### config.mk
export PLATFORM = sky130hd
export DESIGN_NAME = tiny_dec
export DESIGN_NICKNAME = d
export VERILOG_FILES = /design/src/rtl/tea_pkg.sv /design/src/rtl/tea_round.sv /design/src/rtl/tiny_dec.sv /design/src/rtl/tiny_enc.sv
export SDC_FILE = /design/constraint.sdc
export NUM_CORES = 1
export LEC_CHECK = 0
export ABC_AREA = 1
export CAP_MARGIN = 20
export CORE_MARGIN = 8
export CORE_UTILIZATION = 41
export CTS_CLUSTER_DIAMETER = 100
export DETAILED_ROUTE_END_ITERATION = 8
export DONT_BUFFER_PORTS = 1
export PLACE_DENSITY_LB_ADDON = 0.3
export SLEW_MARGIN = 20
export SYNTH_ARGS = -nofsm -noshare
export SYNTH_HDL_FRONTEND = slang
export SYNTH_SLANG_ARGS = --single-unit
export TNS_END_PERCENT = 10
### constraint.sdc
create_clock -name pclk -period 8.9 [get_ports pclk]
set_clock_uncertainty 0.15 [all_clocks]
set_input_delay 0.89 -clock pclk [delete_from_list [all_inputs] [get_ports pclk]]
set_output_delay 0.89 -clock pclk [all_outputs]
set_load 0.005 [all_outputs]
### src/rtl/tea_pkg.sv
// Shared definitions for the 16-bit-half TEA cipher core: register map,
// control bit positions, FSM state type and the TEA round function.
package tea_pkg;

    localparam logic [31:0] ADDR_KEY_LO = 32'h0000_0000;
    localparam logic [31:0] ADDR_KEY_HI = 32'h0000_0004;
    localparam logic [31:0] ADDR_DELTA  = 32'h0000_0008;
    localparam logic [31:0] ADDR_CTRL   = 32'h0000_000C;

    localparam int CTRL_EN_BIT = 3;

    typedef enum logic {
        IDLE = 1'b0,
        BUSY = 1'b1
    } state_e;

    function automatic logic [15:0] tea_f(
        input logic [15:0] x,
        input logic [15:0] s,
        input logic [15:0] ka,
        input logic [15:0] kb,
        input int unsigned shl,
        input int unsigned shr
    );
        return ((x << shl) + ka) ^ (x + s) ^ ((x >> shr) + kb);
    endfunction

endpackage

### src/rtl/tea_round.sv
// One combinational TEA cycle on a {v1,v0} block; DECRYPT selects the
// inverse step, which walks sum downward from delta*N.
module tea_round
    import tea_pkg::*;
#(
    parameter bit          DECRYPT = 1'b0,
    parameter int unsigned SHL     = 4,
    parameter int unsigned SHR     = 5
) (
    input  logic [31:0] v_i,
    input  logic [15:0] sum_i,
    input  logic [15:0] delta_i,
    input  logic [63:0] key_i,
    output logic [31:0] v_o,
    output logic [15:0] sum_o
);

    logic [15:0] k0, k1, k2, k3;
    logic [15:0] v0, v1;
    logic [15:0] v0_n, v1_n;
    logic [15:0] s_enc;

    assign k0 = key_i[15:0];
    assign k1 = key_i[31:16];
    assign k2 = key_i[47:32];
    assign k3 = key_i[63:48];
    assign v0 = v_i[15:0];
    assign v1 = v_i[31:16];

    always_comb begin
        s_enc = sum_i + delta_i;
        v0_n  = v0;
        v1_n  = v1;
        sum_o = sum_i;
        // Decrypt undoes the halves in reverse order with the pre-decrement sum
        if (DECRYPT) begin
            v1_n  = v1 - tea_f(v0, sum_i, k2, k3, SHL, SHR);
            v0_n  = v0 - tea_f(v1_n, sum_i, k0, k1, SHL, SHR);
            sum_o = sum_i - delta_i;
        end else begin
            v0_n  = v0 + tea_f(v1, s_enc, k0, k1, SHL, SHR);
            v1_n  = v1 + tea_f(v0_n, s_enc, k2, k3, SHL, SHR);
            sum_o = s_enc;
        end
    end

    assign v_o = {v1_n, v0_n};

endmodule

### src/rtl/tiny_dec.sv
// Decrypting flavour of the TEA core; identical pins and register map.
module tiny_dec #(
    parameter logic [63:0] KEY   = 64'h816fc52b09e74da3,
    parameter logic [15:0] DELTA = 16'h0123,
    parameter int unsigned SHL   = 4,
    parameter int unsigned SHR   = 5
) (
    input  logic        pclk,
    input  logic        prstb,
    input  logic        clk,
    input  logic [31:0] wdata,
    input  logic        req,
    output logic [31:0] rdata,
    output logic        ack,
    input  logic        psel,
    input  logic        penable,
    input  logic        pwrite,
    input  logic [31:0] paddr,
    input  logic [31:0] pwdata
);

    tiny_enc #(
        .KEY    (KEY),
        .DELTA  (DELTA),
        .SHL    (SHL),
        .SHR    (SHR),
        .DECRYPT(1'b1)
    ) u_core (
        .pclk   (pclk),
        .prstb  (prstb),
        .clk    (clk),
        .wdata  (wdata),
        .req    (req),
        .rdata  (rdata),
        .ack    (ack),
        .psel   (psel),
        .penable(penable),
        .pwrite (pwrite),
        .paddr  (paddr),
        .pwdata (pwdata)
    );

endmodule

### src/rtl/tiny_enc.sv
// Self-timed TEA core with APB-programmed key/delta/ctrl: a new operand on
// wdata starts N round cycles, ack marks rdata valid for the current operand.
module tiny_enc
    import tea_pkg::*;
#(
    parameter logic [63:0] KEY     = 64'h816fc52b09e74da3,
    parameter logic [15:0] DELTA   = 16'h0123,
    parameter int unsigned SHL     = 4,
    parameter int unsigned SHR     = 5,
    parameter bit          DECRYPT = 1'b0
) (
    input  logic        pclk,
    input  logic        prstb,
    input  logic        clk,
    input  logic [31:0] wdata,
    input  logic        req,
    output logic [31:0] rdata,
    output logic        ack,
    input  logic        psel,
    input  logic        penable,
    input  logic        pwrite,
    input  logic [31:0] paddr,
    input  logic [31:0] pwdata
);

    logic [63:0] key_q;
    logic [15:0] delta_q;
    logic [3:0]  ctrl_q;

    state_e      state_q, state_d;
    logic [31:0] op_q, op_d;
    logic [31:0] v_q, v_d;
    logic [15:0] sum_q, sum_d;
    logic [2:0]  cnt_q, cnt_d;
    logic [31:0] rdata_q, rdata_d;
    logic [63:0] key_run_q, key_run_d;
    logic [15:0] delta_run_q, delta_run_d;
    logic [2:0]  rc_run_q, rc_run_d;

    logic        wr_en, en, load, step, done;
    logic [2:0]  rc;
    logic [15:0] n16, sum_init;
    logic [31:0] v_nxt;
    logic [15:0] sum_nxt;
    logic        unused_pins;

    // clk and req have no function; they only exist for pin compatibility
    assign unused_pins = clk ^ req;

    assign wr_en = psel & penable & pwrite;

    always_ff @(posedge pclk or negedge prstb) begin
        if (!prstb) begin
            key_q   <= KEY;
            delta_q <= DELTA;
            ctrl_q  <= 4'h0;
        end else if (wr_en) begin
            case (paddr)
                ADDR_KEY_LO: key_q[31:0]  <= pwdata;
                ADDR_KEY_HI: key_q[63:32] <= pwdata;
                ADDR_DELTA:  delta_q      <= pwdata[15:0];
                ADDR_CTRL:   ctrl_q       <= pwdata[3:0];
                default:     ;
            endcase
        end
    end

    assign en       = ctrl_q[CTRL_EN_BIT];
    assign rc       = ctrl_q[2:0];
    assign n16      = {13'd0, rc} + 16'd1;
    assign sum_init = DECRYPT ? 16'(delta_q * n16) : 16'd0;

    // A differing operand (re)starts in either state; EN gates everything
    assign load = en && (wdata != op_q);
    assign step = (state_q == BUSY) && en && !load;
    assign done = step && (cnt_q == rc_run_q);

    tea_round #(
        .DECRYPT(DECRYPT),
        .SHL    (SHL),
        .SHR    (SHR)
    ) u_round (
        .v_i    (v_q),
        .sum_i  (sum_q),
        .delta_i(delta_run_q),
        .key_i  (key_run_q),
        .v_o    (v_nxt),
        .sum_o  (sum_nxt)
    );

    always_ff @(posedge pclk or negedge prstb) begin
        if (!prstb) begin
            state_q <= IDLE;
            op_q    <= 32'h0;
            rdata_q <= 32'h0;
            cnt_q   <= 3'd0;
        end else begin
            state_q <= state_d;
            op_q    <= op_d;
            rdata_q <= rdata_d;
            cnt_q   <= cnt_d;
        end
    end

    always_comb begin
        state_d = state_q;
        case (state_q)
            IDLE:    if (load) state_d = BUSY;
            BUSY:    if (!en || done) state_d = IDLE;
            default: state_d = IDLE;
        endcase
    end

    always_comb begin
        ack   = (state_q == IDLE);
        rdata = rdata_q;
    end

    always_comb begin
        op_d        = op_q;
        v_d         = v_q;
        sum_d       = sum_q;
        cnt_d       = cnt_q;
        rdata_d     = rdata_q;
        key_run_d   = key_run_q;
        delta_run_d = delta_run_q;
        rc_run_d    = rc_run_q;
        // Snapshot key/delta/N so register writes never disturb a running block
        if (load) begin
            op_d        = wdata;
            v_d         = wdata;
            sum_d       = sum_init;
            cnt_d       = 3'd0;
            key_run_d   = key_q;
            delta_run_d = delta_q;
            rc_run_d    = rc;
        end else if (step) begin
            v_d   = v_nxt;
            sum_d = sum_nxt;
            cnt_d = cnt_q + 3'd1;
            if (done) rdata_d = v_nxt;
        end
    end

    always_ff @(posedge pclk) begin
        v_q         <= v_d;
        sum_q       <= sum_d;
        key_run_q   <= key_run_d;
        delta_run_q <= delta_run_d;
        rc_run_q    <= rc_run_d;
    end

endmodule

* After elaboration in Yosys (flattened, before gate mapping) *
Cells that the tools add are included.

word-level totals
  output and inout port bits = 33
  register bits after elaboration = 283
  input bits = 103
  logic and storage cells = 61

operators by class
  reductions and logical operators = 14
  bitwise gates (word level) = 8
  eq/ne operators = 5
  add/subtract/negate cells = 11
  muxes and demuxes = 9
  multipliers = 1

operators by type and width
  cell                   number
  $add A16 B16 Y16       4
  $eq A32 B4 Y1 const B  2
  $mux W32               2
  $xor A16 B16 Y16       4
  $sub A16 B16 Y16       3
  $add A11 B16 Y16       2
  $eq A32 B3 Y1 const B  1
  $logic_not A32 Y1      1
  $mux W16               2
  $ne A32 B32 Y1         1
  $mul A16 B16 Y16       1
  $reduce_and A2 Y1      4
  $mux W3                2
  $add A3 B1 Y4 const B  1
  $logic_and A1 B1 Y1    4
  $add A3 B1 Y3 const B  1
  $eq A3 B3 Y1           1
  $reduce_and A3 Y1      1
  $and A1 B1 Y1          2
  $logic_not A1 Y1       2
  $mux W1                2
  $not A1 Y1             2
  $pmux W1 S2            1
  $reduce_bool A2 Y1     1
  $logic_or A1 B1 Y1     1

* Logic depth before layout (Yosys ltp) *
Gate-level depths: netlist of run 1.

  depth after elaboration = 10
  gate-level depth with buffers = 41
  gate-level depth less buffers = 41

* Modules after synthesis *
Synthesis of run 1 repeated with hierarchy kept, for this count alone.

second synthesis, totals
  cells, all modules = 2329
  area, all modules = 19209.7 µm²

by module, submodules not included
  module     area each (µm²)  cells each  seq. area each (µm²)  instances
  tiny_enc   13270.2          1430        7782.5                1
  tea_round  5939.4           899         0.0                   1

* Worst setup path before layout of run 1 *
Ideal clock, no wire load.

  kind = reg2reg
  start = register u_core.v_q[1]
  end = register u_core.v_q[15], data pin
  slack = 2.660 ns
  period minus slack after synthesis = 6.240 ns
  arrival time = 5.836 ns
  buffers on the path = 0
  library setup time = 0.254 ns
  required time = 8.496 ns
  stages on the path, launching flop included = 40
  path through = edfxtp_1 -> inv_1 -> fa_1 -> xnor2_1 -> xor2_1 -> xor2_1 -> ha_1 -> a21oi_1 -> nand2_1 -> a21oi_1 -> nor2_1 -> nor2_1 -> xor2_1 -> ha_1 -> inv_1 -> fa_1 -> inv_1 -> nand3_1 -> (+4 left out) -> o21ai_1 -> a21oi_1 -> nor3b_1 -> xor2_1 -> nand2_1 -> nand2_1 -> inv_1 -> ha_1 -> inv_1 -> nor3_1 -> nand4_1 -> o21ai_0 -> xnor2_1 -> inv_1 -> nand2_1 -> nand2_1 -> nand2_1 -> nand2_1

on the way
  longest elaborated chain between the ends = 10
  elaborated cells on any way between the ends = 13
  classes of those cells = add/sub (7); mux (2); bitwise (4)

RTL lines
  item                                line             RTL
  from (decl)                         tiny_enc.sv:32   logic [31:0] v_q, v_d;
  from (signal assigned)              tiny_enc.sv:146  v_q <= v_d;
  $add A16 B16 Y16                    tea_pkg.sv:25    return ((x << shl) + ka) ^ (x + s) ^ ((x >> shr) + kb);
  $xor A16 B16 Y16 (*) (2 in series)  tea_pkg.sv:25
  $sub A16 B16 Y16 (*)                tea_round.sv:37  v1_n = v1 - tea_f(v0, sum_i, k2, k3, SHL, SHR);
  net u_core.u_round.v1_n[5]          tea_round.sv:20  logic [15:0] v0_n, v1_n;
  $add A16 B16 Y16                    tea_pkg.sv:25
  $xor A16 B16 Y16                    tea_pkg.sv:25
  $xor A16 B16 Y16 (*)                tea_pkg.sv:25
  $sub A16 B16 Y16 (*)                tea_round.sv:38  v0_n = v0 - tea_f(v1_n, sum_i, k0, k1, SHL, SHR);
  $mux W32 (*)                        tiny_enc.sv:137  end else if (step) begin
  $mux W32 (*)                        tiny_enc.sv:129  if (load) begin
  net u_core.v_d[15]                  tiny_enc.sv:32

The timed path passes the listed nets; every way through them passes the cells marked *. The select of a mux whose other input is x is not followed.
A chain may end at the register's enable or synchronous reset.

* Worst setup path after layout of run 1 *
  start = register u_core.v_q[5]
  end = register u_core.v_q[14], data pin

on the way
  longest elaborated chain between the ends = 10
  elaborated cells on any way between the ends = 14
  classes of those cells = add/sub (8); mux (2); bitwise (4)

RTL lines
  item                         line
  $add A16 B16 Y16             tea_pkg.sv:25
  $xor A16 B16 Y16             tea_pkg.sv:25
  $xor A16 B16 Y16 (*)         tea_pkg.sv:25
  $sub A16 B16 Y16 (*)         tea_round.sv:37
  net u_core.u_round.v1_n[10]  tea_round.sv:20
  $add A16 B16 Y16             tea_pkg.sv:25
  $xor A16 B16 Y16             tea_pkg.sv:25
  $xor A16 B16 Y16 (*)         tea_pkg.sv:25
  $sub A16 B16 Y16 (*)         tea_round.sv:38
  $mux W32 (*)                 tiny_enc.sv:137
  $mux W32 (*)                 tiny_enc.sv:129
  net u_core.v_d[14]           tiny_enc.sv:32

Marks and branches as above.

==> qor.txt, run 1 <==
DRC marker count from the first detailed-route iteration = 955
Sinks on the clock net = 283
Flop and latch count out of synthesis = 283
Cell area after placement = 18470 sq um
Post-synthesis average cell area = 9.006 sq um
Detailed-route wire length per cell = 19.10 um
Final worst-path cycle share = 87.54%
Max-slew headroom at the worst pin = 42.11%
Prevailing post-synth register cell = sky130_fd_sc_hd__edfxtp_1
Root cell of the clock tree = sky130_fd_sc_hd__clkbuf_16
Biggest fanout along the worst timing path = 5
RSZ-0062 raised after global routing = false
Number of input and output port buffers inserted = 0
Setup TNS after final layout = 0 ns
Critical path endpoint category = flip-flop
Seq/Total Area, Yosys = 43.58%
Floorplan die area = 50490 sq um
GRT Util Overall = 19.64%
CTS H-tree lvls = 2
Skew-Pair Late Insertion Delay = 0.55 ns
Class of the most critical hold timing path = in -> async
Maximum count of clock buffers along a single path = 3
Number of enable flip-flop cells after synthesis = 131
Most used cells in the layout excluding fill and tap cells = sky130_fd_sc_hd__nand2_1, sky130_fd_sc_hd__inv_1, sky130_fd_sc_hd__o21ai_0, sky130_fd_sc_hd__ha_1, sky130_fd_sc_hd__edfxtp_1
Post-Syn Instances = 1983
Timing startpoint of the critical path = u_core.v_q[5]
Number of placement rows = 76
Width of the die = 224.7 um
Detailed placement HPWL = 38.63 mm
Unique masters post-synth = 49
Detailed-router iteration count before antenna repair = 5
Count of endpoints failing hold in the final timing report = 0
Residual DRC count = 0
Antenna-violating nets left = 0
Die extent in y = 224.7 um
Highest Clock Rate = 128.4 MHz
Slack of the worst reg-to-reg path = 1.11 ns
Required time worst endpoint = 9.01 ns
Mapped Area = 17860 sq um
Layout area overhead = 10.32%
Final setup viols = 0
Fill cell count = 4107
Clock tree from TritonCTS = done
Filler-free cell count of the finished design = 2597
Initial Util = 41.46%
Vias after detailed routing = 13410
Maximum capacitance violations = 0
Number of warnings printed during yosys synthesis = 0
Kind of cell adding the most delay to the critical path = compound AO/OA/AOI/OAI gates
Static leakage power = 9.323 nW
Most common library cell in the layout ignoring fill and taps = sky130_fd_sc_hd__nand2_1
Floorplan core area = 43080 sq um
Delay of the slowest cell on the worst path = 0.50 ns
Initial antenna violation count = 1
Cell with the largest stage delay on the worst path = sky130_fd_sc_hd__edfxtp_1
Final Instance Area = 19700 sq um
Aggregate global routing overflow = 0
I/O Pins = 136
Total routed wirelength = 49.61 mm
Final net count = 2263
Global-route wire length before repair = 76.43 mm
Total power of the final layout = 2.852 mW
Worst IR Drop VDD = 0.1323 mV
Net count after synthesis = 2261
Worst path buffer plus inverter count = 1
Share of final-layout standard cells stronger than drive strength 1 = 6.763%
Result of the run = complete, no violations
Clock buffer count from CTS = 34
Total placed cells including tap cells = 2533
Critical path startpoint category = flip-flop
Buffer count from post-CTS setup fixing = 0
Maximum number of pins on one net before global-route repair = 117
Async set-reset flop share out of synthesis = 53.71%
Total number of cells along the worst setup path = 36
Worst reg2reg endpoint = u_core.v_q[14]
Via-to-Cell Ratio = 5.164
Library cell appearing most often on the critical path = sky130_fd_sc_hd__a21oi_1
Slew @ Worst Pin = 0.8662 ns
Launch point of the worst reg-to-reg path = u_core.v_q[5]
Final Wtd Congestion = 0.8959
Reg2Reg Depth = 36
Critical Path AT = 7.90 ns
Power Dens Cells = 144.8 nW/um^2
Clock period minus worst slack = 7.791 ns
Final Max Slew Viols = 0
Register clock-pin slew on the reported worst setup and hold paths = 0.07 ns
Termination of the worst setup path = u_core.v_q[14]
Via count of the first global-routing pass = 13470
Category of the most critical setup path = reg -> reg
-- synthesized netlist by cell type (7+ instances only) --
library cell	n	area share [%]
sky130_fd_sc_hd__nand3_1	50	1.4
sky130_fd_sc_hd__ha_1	141	9.9
sky130_fd_sc_hd__o21bai_1	7	0.29
sky130_fd_sc_hd__xnor2_1	81	4.0
sky130_fd_sc_hd__nand2_1	455	9.6
sky130_fd_sc_hd__nor2_1	73	1.5
sky130_fd_sc_hd__inv_1	246	5.2
sky130_fd_sc_hd__fa_1	34	3.8
sky130_fd_sc_hd__edfxtp_1	131	22
sky130_fd_sc_hd__a21oi_1	120	3.4
sky130_fd_sc_hd__nand4_1	15	0.53
sky130_fd_sc_hd__nor3_1	10	0.28
sky130_fd_sc_hd__a31oi_1	8	0.28
sky130_fd_sc_hd__dfstp_2	36	5.3
sky130_fd_sc_hd__dfrtp_1	116	16
sky130_fd_sc_hd__o21ai_1	40	1.1
sky130_fd_sc_hd__nor4_1	16	0.56
sky130_fd_sc_hd__or2_2	16	0.56
sky130_fd_sc_hd__xor2_1	117	5.7
sky130_fd_sc_hd__clkbuf_1	33	0.69
sky130_fd_sc_hd__o21ai_0	176	4.9
-- what timing repair did --
| item | in CTS | in global routing |
|---|---|---|
| hold endpoints to repair | 116 | 0 |
| hold buffers | 1 | 0 |
| gates resized for setup | 0 | 0 |
-- cell families after synthesis --
| family | count (synthesis) | share of synthesized area (%) |
|---|---|---|
| adders and majority gates | 175 | 13.69 |
| AOI/OAI and AO/OA | 384 | 11.43 |
| and+or+nand+nor | 653 | 15.22 |
| DFF | 283 | 43.58 |
| muxes | 1 | 0.05605 |
| xor gates and xnor gates | 199 | 9.865 |
| buffers and inverters | 288 | 6.166 |
-- registers in the layout (all words and copies together), names as in the netlist, 16 cells and up --
register / count
u_core.v_q: 32
u_core.op_q: 32
u_core.key_run_q: 64
u_core.key_q: 64
u_core.delta_q: 16
u_core.rdata: 32
u_core.sum_q: 16
u_core.delta_run_q: 16
-- area by class of cell --
class	instances	area [sq um]	share of cell area (%)
Multi-Input combinational cell	1412	8990	45.63
Sequential cell	283	7782	39.50
Clock buffer	45	974.7	4.947
Inverter	248	938.4	4.763
Tap cell	585	732.0	3.715
Clock inverter	17	216.5	1.099
Timing Repair Buffer	6	65.06	0.3302
Antenna cell	1	2.502	0.01270
-- per-stage QoR --
stage	hold slack (ns)	worst slack [ns]	utilization, %
2_1_floorplan	0.2753	2.660	-
3_3_place_gp	0.2815	1.325	42.87
3_5_place_dp	0.2808	1.278	42.88
4_1_cts	0.02868	1.258	45.71
5_1_grt	0.04172	0.4026	45.74
6_report	0.06145	1.109	45.74
-- worst reg2reg max path: cells and delay by family, from the launching register on --
family                   cells  cell delay, ns
AO/OA/AOI/OAI               13            2.01
adder cells (fa/ha/maj)      5            1.81
XOR/XNOR                     6            1.56
AND/OR/NAND/NOR             11            1.25
flip-flops                   1            0.50
buffers and inverters        1            0.22
-- worst min path at each step --
stage | from | to | slack (ns) | depth (start not counted)
after floorplan | u_core.key_q[12] | u_core.key_run_q[12] | 0.28 | 0
after global placement | u_core.key_q[2] | u_core.key_run_q[2] | 0.28 | 0
after detailed placement | u_core.key_q[34] | u_core.key_run_q[34] | 0.28 | 0
after CTS | prstb | u_core.key_q[32] | 0.03 | 0
after global routing | prstb | u_core.key_q[32] | 0.04 | 0
final | prstb | u_core.key_q[33] | 0.06 | 0
-- metal layers --
layer	vias to the layer above	wire length, um	GRT usage (%)
met5	-	0	0
li1	6576	-	-
met2	375	22050	31.26
met4	0	1860	8.124
met3	75	3258	3.934
met1	6386	22430	25.94
-- report_power, final --
part | switching [mW] | internal (mW) | total, mW | leakage (nW)
Combinational | 0.0253 | 0.00898 | 0.0343 | 5.38
Sequential | 0.00000000294 | 1.36 | 1.36 | 3.37
Clock | 0.564 | 0.894 | 1.46 | 0.576
Total | 0.589 | 2.26 | 2.85 | 9.32
No activity file was read; power rests on OpenSTA's default activity.
==> inputs of run 2 (changes only) <==
Settings changed: SETUP_SLACK_MARGIN from default to 0.5.
==> run 2 against run 1 <==
- die area unchanged
- design area hardly changed
- core utilization about the same
- combinational power hardly changed
- global-route usage unchanged
- routed wire length is essentially flat
- critical endpoint unchanged
==> qor.txt, run 2 (synthesized netlist as in run 1, its figures left out) <==
Result of the run = complete, no violations
Biggest fanout along the worst timing path = 5
Final worst-path cycle share = 87.02%
Final setup viols = 0
Antenna-violating nets left = 0
Static leakage power = 9.325 nW
Number of placement rows = 76
Maximum number of pins on one net before global-route repair = 117
Sinks on the clock net = 283
Largest registers = u_core.key_q x64, u_core.key_run_q x64
RSZ-0062 raised after global routing = false
Post-Route Utilization = 45.75%
Most common library cell in the layout ignoring fill and taps = sky130_fd_sc_hd__nand2_1
Sequential Area = 7782 sq um
Cell area after placement = 18470 sq um
Register clock-pin slew on the reported worst setup and hold paths = 0.07 ns
Amount of wire on met2 after detailed routing = 22.05 mm
Critical Path AT = 7.85 ns
Floorplan die area = 50490 sq um
Fill cell count = 4107
DRC marker count from the first detailed-route iteration = 950
GRT Util Overall = 19.64%
Residual DRC count = 0
Filler-free cell count of the finished design = 2597
Library cell appearing most often on the critical path = sky130_fd_sc_hd__a21oi_1
Power Dens Cells = 144.7 nW/um^2
Delay of the slowest cell on the worst path = 0.50 ns
Highest metal layer with signal wires = met4
Power spent charging and discharging nets = 0.5889 mW
Routed met3 length = 3.312 mm
I/O Pins = 136
Area of combinational cells with multiple inputs = 8997 sq um
Initial antenna violation count = 1
Reg2Reg Depth = 36
Detailed-route wire length per cell = 19.11 um
Part of the power in registers = 47.7%
Category of the most critical setup path = reg -> reg
Buffer count from post-CTS setup fixing = 0
CTS H-tree lvls = 2
Class of the most critical hold timing path = in -> async
Critical path startpoint category = flip-flop
Root cell of the clock tree = sky130_fd_sc_hd__clkbuf_16
Clock period minus worst slack = 7.745 ns
Skew-Pair Late Insertion Delay = 0.55 ns
Via count of the first global-routing pass = 13470
Maximum count of clock buffers along a single path = 3
Detailed placement HPWL = 38.63 mm
Final Max Slew Viols = 0
Layout area overhead = 10.36%
Share of power burned in the clock network = 51.1%
Floorplan core area = 43080 sq um
Proportion of total power due to net switching = 20.65%
Critical path endpoint category = flip-flop
Vias after detailed routing = 13470
Aggregate global routing overflow = 0
Worst hold margin = 0.07332 ns
Number of input and output port buffers inserted = 0
Most used cells in the layout excluding fill and tap cells = sky130_fd_sc_hd__nand2_1, sky130_fd_sc_hd__inv_1, sky130_fd_sc_hd__o21ai_0, sky130_fd_sc_hd__ha_1, sky130_fd_sc_hd__edfxtp_1
Clock tree from TritonCTS = done
Final net count = 2263
Total placed cells including tap cells = 2533
Detailed-router iteration count before antenna repair = 7
Max-slew headroom at the worst pin = 42.27%
Final Wtd Congestion = 0.8959
Slew @ Worst Pin = 0.8638 ns
Maximum capacitance violations = 0
Pint = 2.263 mW
Combinational share of power = 1.2%
Initial Util = 41.46%
Total power of the final layout = 2.852 mW
Final Instance Area = 19710 sq um
Highest Clock Rate = 129.1 MHz
Count of endpoints failing hold in the final timing report = 0
Cell with the largest stage delay on the worst path = sky130_fd_sc_hd__edfxtp_1
Setup TNS after final layout = 0 ns
Required time worst endpoint = 9.00 ns
Via-to-Cell Ratio = 5.185
Share of final-layout standard cells stronger than drive strength 1 = 6.813%
Worst IR Drop VDD = 0.1325 mV
Met1 layer wirelength in the final routing = 22.33 mm
Width of the die = 224.7 um
Clock buffer count from CTS = 34
Setup WS post-layout = 1.155 ns
Global-route wire length before repair = 76.43 mm
Die extent in y = 224.7 um
Total routed wirelength = 49.62 mm
Post-Place Worst Slack = 1.278 ns
[run 2: cell count changes in the layout (fill, tap and decap cells not counted)]
cell                      before  now
sky130_fd_sc_hd__o21ai_0     176  175
sky130_fd_sc_hd__xor2_2        0    1
sky130_fd_sc_hd__o21ai_1      40   41
sky130_fd_sc_hd__xor2_1      117  116
[run 2: metal layers]
metal	vias to the layer above	global-route usage (%)
li1	6579	-
met1	6406	25.94
met2	401	31.26
met3	80	3.934
met4	0	8.124
met5	-	0
[run 2: power groups by stage]
stage | Combinational [mW] | Clock [mW] | Sequential (mW)
after floorplan | 0.0133 | 0 | 1.39
after global placement | 0.0227 | 0 | 1.39
after detailed placement | 0.0228 | 0 | 1.39
after CTS | 0.0360 | 1.49 | 1.36
after global routing | 0.0388 | 1.54 | 1.36
final | 0.0344 | 1.46 | 1.36
[run 2: area by class of cell]
cell class,count,area share [%]
Sequential cell,283,39.49
Timing Repair Buffer,6,0.3301
Clock buffer,45,4.945
Clock inverter,17,1.098
Inverter,248,4.761
Multi-Input combinational cell,1412,45.65
Tap cell,585,3.714
Antenna cell,1,0.01270
[run 2: worst max-delay path: cells and delay by family (launching register included)]
family          cells  cell delay [ns]
compound gates     13             2.03
xor+xnor            6             1.52
fa+ha+maj           5             1.80
buf+inv             1             0.21
flops               1             0.50
simple gates       11             1.25
[run 2: path summary, 6_finish.rpt]
| check | from | endpoint | slack [ns] |
|---|---|---|---|
| worst min register to register | u_core.key_q[34] | u_core.key_run_q[34] | 0.29 |
| max in group asynchronous | prstb | u_core.key_q[29] | 7.92 |
| worst max-delay path | u_core.v_q[5] | u_core.v_q[14] | 1.16 |
| worst min-delay path | prstb | u_core.key_q[32] | 0.07 |
| worst max register to register | u_core.v_q[5] | u_core.v_q[14] | 1.16 |
| min in group pclk | u_core.key_q[34] | u_core.key_run_q[34] | 0.29 |
[run 2: repair_timing]
item	4_1_cts	5_1_grt
hold buffers	1	0
setup endpoints to repair	0	1
hold endpoints to repair	116	0
resized for setup	0	2
